<file path="src/rtl/mem_arbiter.sv">
// Single-port RAM arbiter between the icache and the dcache.
// Data accesses win over instruction fetches. A saturating starvation
// counter forces an ifetch grant after STARVE_MAX consecutive dcache
// completions. The grant is registered. RAM drive is combinational from
// the granted requester, so an abort or reset drops the enables at once.
module mem_arbiter #(
  parameter int STARVE_MAX = 4
) (
  input  logic        CLK,
  input  logic        RST,
  // icache side
  input  logic        iREN,
  input  logic [31:0] iaddr,
  output logic        iwait,
  output logic [31:0] iload,
  // dcache side
  input  logic        dREN,
  input  logic        dWEN,
  input  logic [31:0] daddr,
  input  logic [31:0] dstore,
  output logic        dwait,
  output logic [31:0] dload,
  // RAM side
  output logic        ramREN,
  output logic        ramWEN,
  output logic [31:0] ramaddr,
  output logic [31:0] ramstore,
  input  logic [31:0] ramload,
  input  logic [1:0]  ramstate,
  output logic        ram_err
);

  localparam int CW = (STARVE_MAX < 1) ? 1 : $clog2(STARVE_MAX + 1);
  localparam logic [CW-1:0] STARVE_MAX_C = CW'(STARVE_MAX);

  localparam logic [1:0] RS_ACCESS = 2'd2;
  localparam logic [1:0] RS_ERROR  = 2'd3;

  typedef enum logic [1:0] {
    IDLE = 2'd0,
    IGNT = 2'd1,
    DGNT = 2'd2
  } state_t;

  state_t        state_q, state_d;
  logic [CW-1:0] starve_cnt_q, starve_cnt_d;

  logic d_req;
  assign d_req = dREN | dWEN;

  // Read data is a pass-through; callers qualify it with their wait.
  assign iload = ramload;
  assign dload = ramload;

  // Grant state and starvation counter registers, reset has priority.
  always_ff @(posedge CLK) begin
    // NOTE: sequential state uses non-blocking assignments so every
    // register samples the pre-edge values of the others.
    if (RST) begin
      state_q      <= IDLE;
      starve_cnt_q <= '0;
    end else begin
      state_q      <= state_d;
      starve_cnt_q <= starve_cnt_d;
    end
  end

  // Next-state, starvation bookkeeping and RAM/wait drive for the grant.
  always_comb begin
    // NOTE: every output and next-state value gets a default first so no
    // path through the case statement leaves a latch behind.
    state_d      = state_q;
    starve_cnt_d = starve_cnt_q;
    iwait        = 1'b1;
    dwait        = 1'b1;
    ramREN       = 1'b0;
    ramWEN       = 1'b0;
    ramaddr      = '0;
    ramstore     = '0;
    ram_err      = 1'b0;

    unique case (state_q)
      IDLE: begin
        if (!iREN) starve_cnt_d = '0;
        if (d_req && !(iREN && (starve_cnt_q == STARVE_MAX_C))) begin
          state_d = DGNT;
        end else if (iREN) begin
          state_d = IGNT;
        end
      end

      DGNT: begin
        ramaddr  = daddr;
        ramstore = dstore;
        ramWEN   = dWEN;
        ramREN   = dREN & ~dWEN;   // a write wins over a read
        if (!d_req) begin
          // Aborted: enables are already low, wait stays high.
          state_d = IDLE;
        end else if (ramstate == RS_ACCESS) begin
          dwait   = 1'b0;
          state_d = IDLE;
          if (iREN && (starve_cnt_q != STARVE_MAX_C))
            starve_cnt_d = starve_cnt_q + CW'(1);
        end else if (ramstate == RS_ERROR) begin
          ram_err = 1'b1;
        end
      end

      IGNT: begin
        ramaddr = iaddr;
        ramREN  = iREN;
        if (!iREN) begin
          state_d = IDLE;
        end else if (ramstate == RS_ACCESS) begin
          iwait        = 1'b0;
          state_d      = IDLE;
          starve_cnt_d = '0;
        end else if (ramstate == RS_ERROR) begin
          ram_err = 1'b1;
        end
      end

      default: state_d = IDLE;
    endcase

    // Reset overrides the drive in the same cycle it is asserted.
    if (RST) begin
      iwait    = 1'b1;
      dwait    = 1'b1;
      ramREN   = 1'b0;
      ramWEN   = 1'b0;
      ramaddr  = '0;
      ramstore = '0;
      ram_err  = 1'b0;
    end
  end

endmodule

</file>
<file path="config.mk">
export PLATFORM = sky130hd
export DESIGN_NAME = mem_arbiter
export DESIGN_NICKNAME = d
export VERILOG_FILES = /design/src/rtl/mem_arbiter.sv
export SDC_FILE = /design/constraint.sdc
export NUM_CORES = 1
export LEC_CHECK = 0
export CORE_AREA = 2 2 103 105
export CTS_CLUSTER_DIAMETER = 100
export DETAILED_ROUTE_END_ITERATION = 8
export DIE_AREA = 0 0 105 107
export GPL_TIMING_DRIVEN = 0
export PLACE_DENSITY_LB_ADDON = 0.25
export SKIP_CTS_REPAIR_TIMING = 1
export SKIP_LAST_GASP = 1
export SYNTH_ARGS = -nofsm -noshare
export SYNTH_HDL_FRONTEND = slang
export SYNTH_SLANG_ARGS = --single-unit
</file>
<file path="constraint.sdc">
create_clock -name CLK -period 1.62 [get_ports CLK]
set_input_delay 0.162 -clock CLK [delete_from_list [all_inputs] [get_ports CLK]]
set_output_delay 0.162 -clock CLK [all_outputs]
set_load 0.005 [all_outputs]
</file>
Word level (Yosys, flattened, before mapping)
Cells that the tools add are included.

$add $sub $neg: 1. Mux-type cells: 34. Multiply operators: 0. Bitwise operators: 3. Order comparisons: 0. Reductions and logical operators: 7. Shift operators: 0. Equality and inequality tests: 13. Div/mod/pow operators: 0.

Operator list (count): $mux W32 (3); $pmux W32 S2 (1); $mux W3 (6); $mux W1 (15); $ne A2 B2 Y1 const B (6); $mux W2 (5); $pmux W3 S3 (1); $reduce_and A7 Y1 (1); $eq A2 B2 Y1 const B (3); $ne A3 B3 Y1 const B (2); $pmux W2 S3 (1); $pmux W1 S2 (2); $add A3 B1 Y3 const B (1); $eq A3 B3 Y1 const B (1); $logic_and A1 B1 Y1 (3); $reduce_bool A3 Y1 (1); $eq A2 B1 Y1 const B (1); $logic_not A2 Y1 (1); $and A1 B1 Y1 (1); $logic_not A1 Y1 (1); $not A1 Y1 (1); $or A1 B1 Y1 (1).

Memories: 0. Output and inout port bits: 133. Logic and storage cells: 60. Input bits: 135. Register bits after elaboration: 5. Latch bits: 0. RAM bits: 0. ROM bits: 0.

Logic depth before layout (Yosys ltp)
Depth in word-level cells: 6. Gate-level depth with buffers: 7. Gate-level depth less buffers: 6.

Worst setup path before layout
OpenSTA, ideal clock, no wires.

Kind: reg-to-reg. Start: register state_q[1]. End: register starve_cnt_q[0]. Path buffers: 1. Required time: 1.500 ns. Clock period less this slack: 1.536 ns. Stages on the path, launching flop included: 8. Setup slack: 0.084 ns. Data arrival time: 1.417 ns. Setup time: 0.120 ns. Cell sequence: dfxtp_1 inv_1 ha_1 buf_6 nor2b_4 a211o_1 a21o_1 mux2i_1.

Longest elaborated chain between the ends: 3. Elaborated cells between the ends (all ways): 12. Those cells by class: eq/ne: 8; mux: 1; reduce/logical: 3.

Ends and longest elaborated chain: from (decl) (line 45) `state_t state_q, state_d;`; from (signal assigned) (line 63) `state_q <= state_d;`; $eq A2 B2 Y1, or another cell as far along (line 82) `unique case (state_q)`; $ne A2 B2 Y1 (no source line) / $reduce_bool A3 Y1 (equally long branches); $reduce_and A7 Y1 (no source line); to (signal assigned) (line 64) `starve_cnt_q <= starve_cnt_d;`; to (decl) (line 46) `logic [CW-1:0] starve_cnt_q, starve_cnt_d;`.

Several ways; a longest one is shown, not always the timed one. A chain may end at the register's enable or synchronous reset.

Worst setup path after layout
Start: register state_q[0]. End: output port ramstore[8].

Longest elaborated chain between the ends: 3.

Ends and longest elaborated chain: $eq A2 B2 Y1 (line 82); $mux W32 (line 82); $mux W32 (line 128) `if (RST) begin`; to (decl) (line 27) `output logic [31:0] ramstore,`.

No other way between the ends.

==> results.tsv <==
metric	value	unit
R2R depth	8	
fmax	552	MHz
drt pass-1 iters	4	
Final nets	639	
Yosys Warn Count	0	
multi-input logic area	1190	sq um
Seq cells post-synth	5	
post-synthesis sequential area ratio	6.35	%
Hold Crit Start	starve_cnt_q[1]	
Reg area	108	sq um
Num Clock Sinks	5	
reg2reg end	starve_cnt_q[0]	
Cell Area, Synth	1580	sq um
post-route antenna net violation count	0	
DR DRC count	0	
slowest cell on the critical path	dfxtp_4	
top post-synthesis cells by area	buf_4, a22oi_1, and2_1	
Worst setup SP type	flip-flop	
Post-Synthesis Cells	236	
die area	11200	sq um
fin area	4720	sq um
row cnt	37	
routed wire length	8.81	mm
clock buffer count from CTS	3	
Setup crit end kind	output pin	
final-report setup violation count	67	
first-pass GRT wire length	12.0	mm
Power Density	336	nW/um^2
most frequent CP cell	buf_6	
vias in the first global route	2474	
antenna violations before repair	0	
HP Class	reg2reg	
post-route minimum period	1.81	ns
GRT overflow	0	
Synth Area per Inst	6.67	sq um
Leak	2.25	nW
maximum VDD drop	0.181	mV
crit path to	ramstore[8]	
Core Footprint	10100	sq um
Yosys top cell area share	30.5	%
CTS tree	yes	
Placer Congestion	0.779	
Rel. slew slack	70.3	%
routed wire length per instance	13.9	um
maximum clock path buffer count	2	
CP Launch Point	state_q[0]	
Detail Placement HPWL	7.21	mm
FFs w/ async S/R, synth	0	%
pin count of the biggest net entering global routing	11	
total power draw	0.00159	W
Post-DP Area	4100	sq um
worst-skew pair later-pin latency	0.22	ns
Post-Layout Cell Count	632	
Setup Total Neg Slack	-6.91	ns
Max-cap violations	0	
Placed Instances	607	
Post-synth EDFFs	0	
fin crit share	112	%
top-count cell post-synth	buf_4	
Synth Flop Type	dfxtp_1	
worst slew pin tran	0.440	ns
DRT iter0 DRCs	101	
Worst R2R Start	state_q[1]	
r2r setup slk	-0.08	ns
share of layout cells above drive strength 1	46.0	%
Die Y	107	um
CP required	1.46	ns
critical path, cell by cell	inv_4 -> ha_4 -> nor2b_4 -> buf_6 -> buf_6 -> buf_6 -> buf_6 -> and2_1 -> clkbuf_2	
ANT cells	0	
Fin. Hold Viols	0	
CP max stage delay	0.36	ns
leading area contributor after synthesis	buf_4	
Area Growth Syn to Fin	200	%
worst setup margin	-0.192	ns
Initial Util	15.6	%
CP arrival	1.65	ns
root buf cell	clkbuf_8	
GRT Total Usage	13.1	%
# port buffers	235	
commonest cells in the netlist	buf_4, nor2_1, and2_1, a22oi_1, clkbuf_1	
failing checks	setup timing	
final setup skew	0.00221	ns
minimum hold slack	0.490	ns
die width	105	um
Yosys cell types	30	
CTS H-tree lvls	1	
RSZ-0062 raised after global routing	true	
Worst Path Max Fanout	7	
clk slew on worst S/H paths	0.04	ns
run status	complete, but fails checks	
Vias/cell	4.07	
Synthesized Nets	378	
max-slew violations	0	
critical path class	reg2out	
fillcell total	1005	
boundary pin count	268	
via count	2570	
-- worst min path at each step --
| stage | slack (ns) | to | cells past startpoint |
|---|---|---|---|
| 2_1_floorplan | 0.23 | state_q[0] | 1 |
| 4_1_cts | 0.49 | starve_cnt_q[1] | 2 |
| 3_3_place_gp | 0.46 | starve_cnt_q[1] | 2 |
| 5_1_grt | 0.52 | starve_cnt_q[0] | 2 |
| 6_report | 0.49 | starve_cnt_q[1] | 2 |
| 3_5_place_dp | 0.49 | starve_cnt_q[1] | 2 |
-- sequential cells by signal (all words and copies together), names as in the netlist --
name          flops
state_q           2
starve_cnt_q      3
-- critical path: cells and delay by family (launching register included) --
family / cells / cell delay, ns
buf+inv: 6 / 0.66
fa+ha+maj: 1 / 0.16
flops: 1 / 0.36
simple gates: 2 / 0.26
-- cell type report --
| type | count | area share [%] |
|---|---|---|
| plain buffers | 79 | 14.2 |
| repair buffers | 256 | 53.2 |
| well taps | 136 | 3.61 |
| flip-flops and latches | 5 | 2.28 |
| clock buffers | 4 | 0.954 |
| multi-input cells | 146 | 25.2 |
| inverters | 6 | 0.583 |
-- layout by cell type (no fill, tap or decap), types with 2 or more instances in the layout --
cell               n
inv_4              2
a22oi_2           31
nor2_1            34
mux2i_1            2
nor2b_1            2
ha_1               5
buf_6             44
clkbuf_16          3
and2_4            25
dfxtp_1            3
clkdlybuf4s50_1  166
nand2_1            6
clkbuf_2          25
clkbuf_8           3
a21oi_1            3
ha_4               2
o21ai_0            4
a21o_1             2
dfxtp_4            2
buf_8              5
buf_4             72
nand3_1            2
buf_2              6
nor2b_4            2
and2_1             8
inv_1              3
dlymetal6s2s_1    14
-- stage by stage --
stage | util (%) | setup slack, ns
after floorplan | - | 0.0835
after global placement | 40.6 | -0.783
after detailed placement | 40.6 | -0.814
after CTS | 41.0 | -0.955
after global routing | 46.8 | -0.256
final | 46.8 | -0.192
-- logic make-up after synthesis --
group | count (synthesis) | share of synthesized area (%)
mux | 2 | 1.27
buf+inv | 85 | 36.1
flops | 5 | 6.35
fa+ha+maj | 7 | 5.56
compound gates | 45 | 20.5
simple gates | 92 | 30.3
-- routing by layer --
metal	GRT usage, %	part of all wire, %	vias to the layer above
met5	0	0	-
met4	2.00	0.74	0
met3	4.19	10	6
met2	26.2	54	166
met1	13.4	35	1154
li1	-	-	1244
-- where the power goes --
| group | switching [W] | total [W] | internal, W | leakage, nW |
|---|---|---|---|---|
| clock network | 0.0000599 | 0.000229 | 0.000169 | 0.0228 |
| registers | 0.0000102 | 0.000142 | 0.000131 | 0.0421 |
| logic | 0.000399 | 0.00122 | 0.000816 | 2.19 |
Power figures use the tool's default switching activity.
==> RTL edit, RTL diff (same settings) <==
Register the output `ram_err`, with the module's reset; this adds one clock of latency there. The other outputs are not delayed to match.
--- a/src/rtl/mem_arbiter.sv
+++ b/src/rtl/mem_arbiter.sv
@@ -43,4 +43,6 @@
   } state_t;
 
+  logic ram_err_d;
+
   state_t        state_q, state_d;
   logic [CW-1:0] starve_cnt_q, starve_cnt_d;
@@ -78,5 +80,5 @@
     ramaddr      = '0;
     ramstore     = '0;
-    ram_err      = 1'b0;
+    ram_err_d    = 1'b0;
 
     unique case (state_q)
@@ -104,5 +106,5 @@
             starve_cnt_d = starve_cnt_q + CW'(1);
         end else if (ramstate == RS_ERROR) begin
-          ram_err = 1'b1;
+          ram_err_d = 1'b1;
         end
       end
@@ -118,5 +120,5 @@
           starve_cnt_d = '0;
         end else if (ramstate == RS_ERROR) begin
-          ram_err = 1'b1;
+          ram_err_d = 1'b1;
         end
       end
@@ -133,5 +135,13 @@
       ramaddr  = '0;
       ramstore = '0;
-      ram_err  = 1'b0;
+      ram_err_d = 1'b0;
+    end
+  end
+
+  always_ff @(posedge CLK) begin
+    if (RST) begin
+      ram_err <= '0;
+    end else begin
+      ram_err <= ram_err_d;
     end
   end
Function: changed (Yosys sat finds a counterexample within 4 cycles, from zero or initial values and one cycle with RST high).
==> RTL edit against the unedited design <==
The flow still finishes with violations (negative setup slack). Cell area increased by 1.2%. First-iteration DRC count increased by 19%. Register-to-register slack improved by 0.22 ns. Setup slack improved by 0.026 ns. Synthesized area increased by 1.3%. Wire length increased by 2.6%. Sequential cell count increased by 1. Sequential power increased by 16%. Non-clock buffer count increased by 2. Via count increased by 1.3%. Total power decreased by 4.2%.
==> RTL edit: results (changes against the unedited design) <==
status finished with violations (unchanged); failing checks negative setup slack (unchanged); Post-Route WL 9.042 mm (was 8.812 mm); Cell variety after synth 28 (was 30); Final WS setup -0.1664 ns (was -0.1922 ns); layout cell share with drive strength beyond 1 47.39% (was 45.97%); worst vdd ir 178.2 uV (was 181.5 uV); routability cong. 0.7810 (was 0.7789); syn_nets 380 (was 378); Critical Path Max Stage Delay 0.39 ns (was 0.36 ns); vias in the first global route 2548 (was 2474); top cells by area, synth buf_4 (30%), a22oi_1 (15%), and2_1 (13%), nor2_1 (7.8%), dfxtp_1 (7.5%) (was buf_4 (31%), a22oi_1 (15%), and2_1 (13%), nor2_1 (8.3%), dfxtp_1 (6.4%)); register area share after synthesis 7.529% (was 6.354%); Worst-Margin Slew 0.3292 ns (was 0.4398 ns); wire length of the first global-routing pass 12.46 mm (was 12.05 mm); worst hold margin 0.3397 ns (was 0.4897 ns); dpl cell area 0.004118 sq mm (was 0.004098 sq mm); total number of vias 2603 (was 2570); hold wc startpoint RST (was starve_cnt_q[1]); power share of the sequential group 10.9% (was 8.9%); R2R depth 7 (was 8); final setup fails 56 (was 67); placed insts 609 (was 607); CP endpoint ramaddr[5] (was ramstore[8]); GRT Resource Usage Total 13.78% (was 13.09%); HPWL Detailed 7.057 mm (was 7.212 mm); reg2reg setup slack 0.14 ns (was -0.08 ns); Max Clock Skew 0.006880 ns (was 0.002210 ns); power density of the placed cells 318.1 mW/mm^2 (was 336.0 mW/mm^2); syn avg cell area 6.703 sq um (was 6.675 sq um); drt initial violations 120 (was 101); Nets 642 (was 639); Leak 0.002280 uW (was 0.002250 uW)
## RTL edit: stage by stage
stage	TNS, ns	setup WS [ns]
2_1_floorplan	0	0.2099
3_3_place_gp	-39.89	-0.7532
3_5_place_dp	-41.33	-0.7789
4_1_cts	-53.38	-0.8894
5_1_grt	-8.469	-0.2246
6_report	-4.847	-0.1664
## RTL edit: final cells by class
cell class / count / area [sq um]
Inverter: 9 / 38.79
Fill cell: 1012 / 5318
Sequential cell: 6 / 127.6
Tap cell: 136 / 170.2
Multi-Input combinational cell: 143 / 1190
Buffer: 80 / 695.7
Clock buffer: 3 / 41.29
Timing Repair Buffer: 257 / 2511
## RTL edit: metal layers
metal	GRT usage, %	routed length [um]	vias up
li1	-	-	1247
met1	13.90	3084	1188
met2	26.58	4858	162
met3	5.350	1008	6
met4	3.143	90	0
met5	0	0	-
## RTL edit: cell families after synthesis
group | synth area share [%]
buffers and inverters | 36.86
and+or+nand+nor | 27.92
AOI/OAI and AO/OA | 20.94
adders and majority gates | 5.490
DFF | 7.530
muxes | 1.255
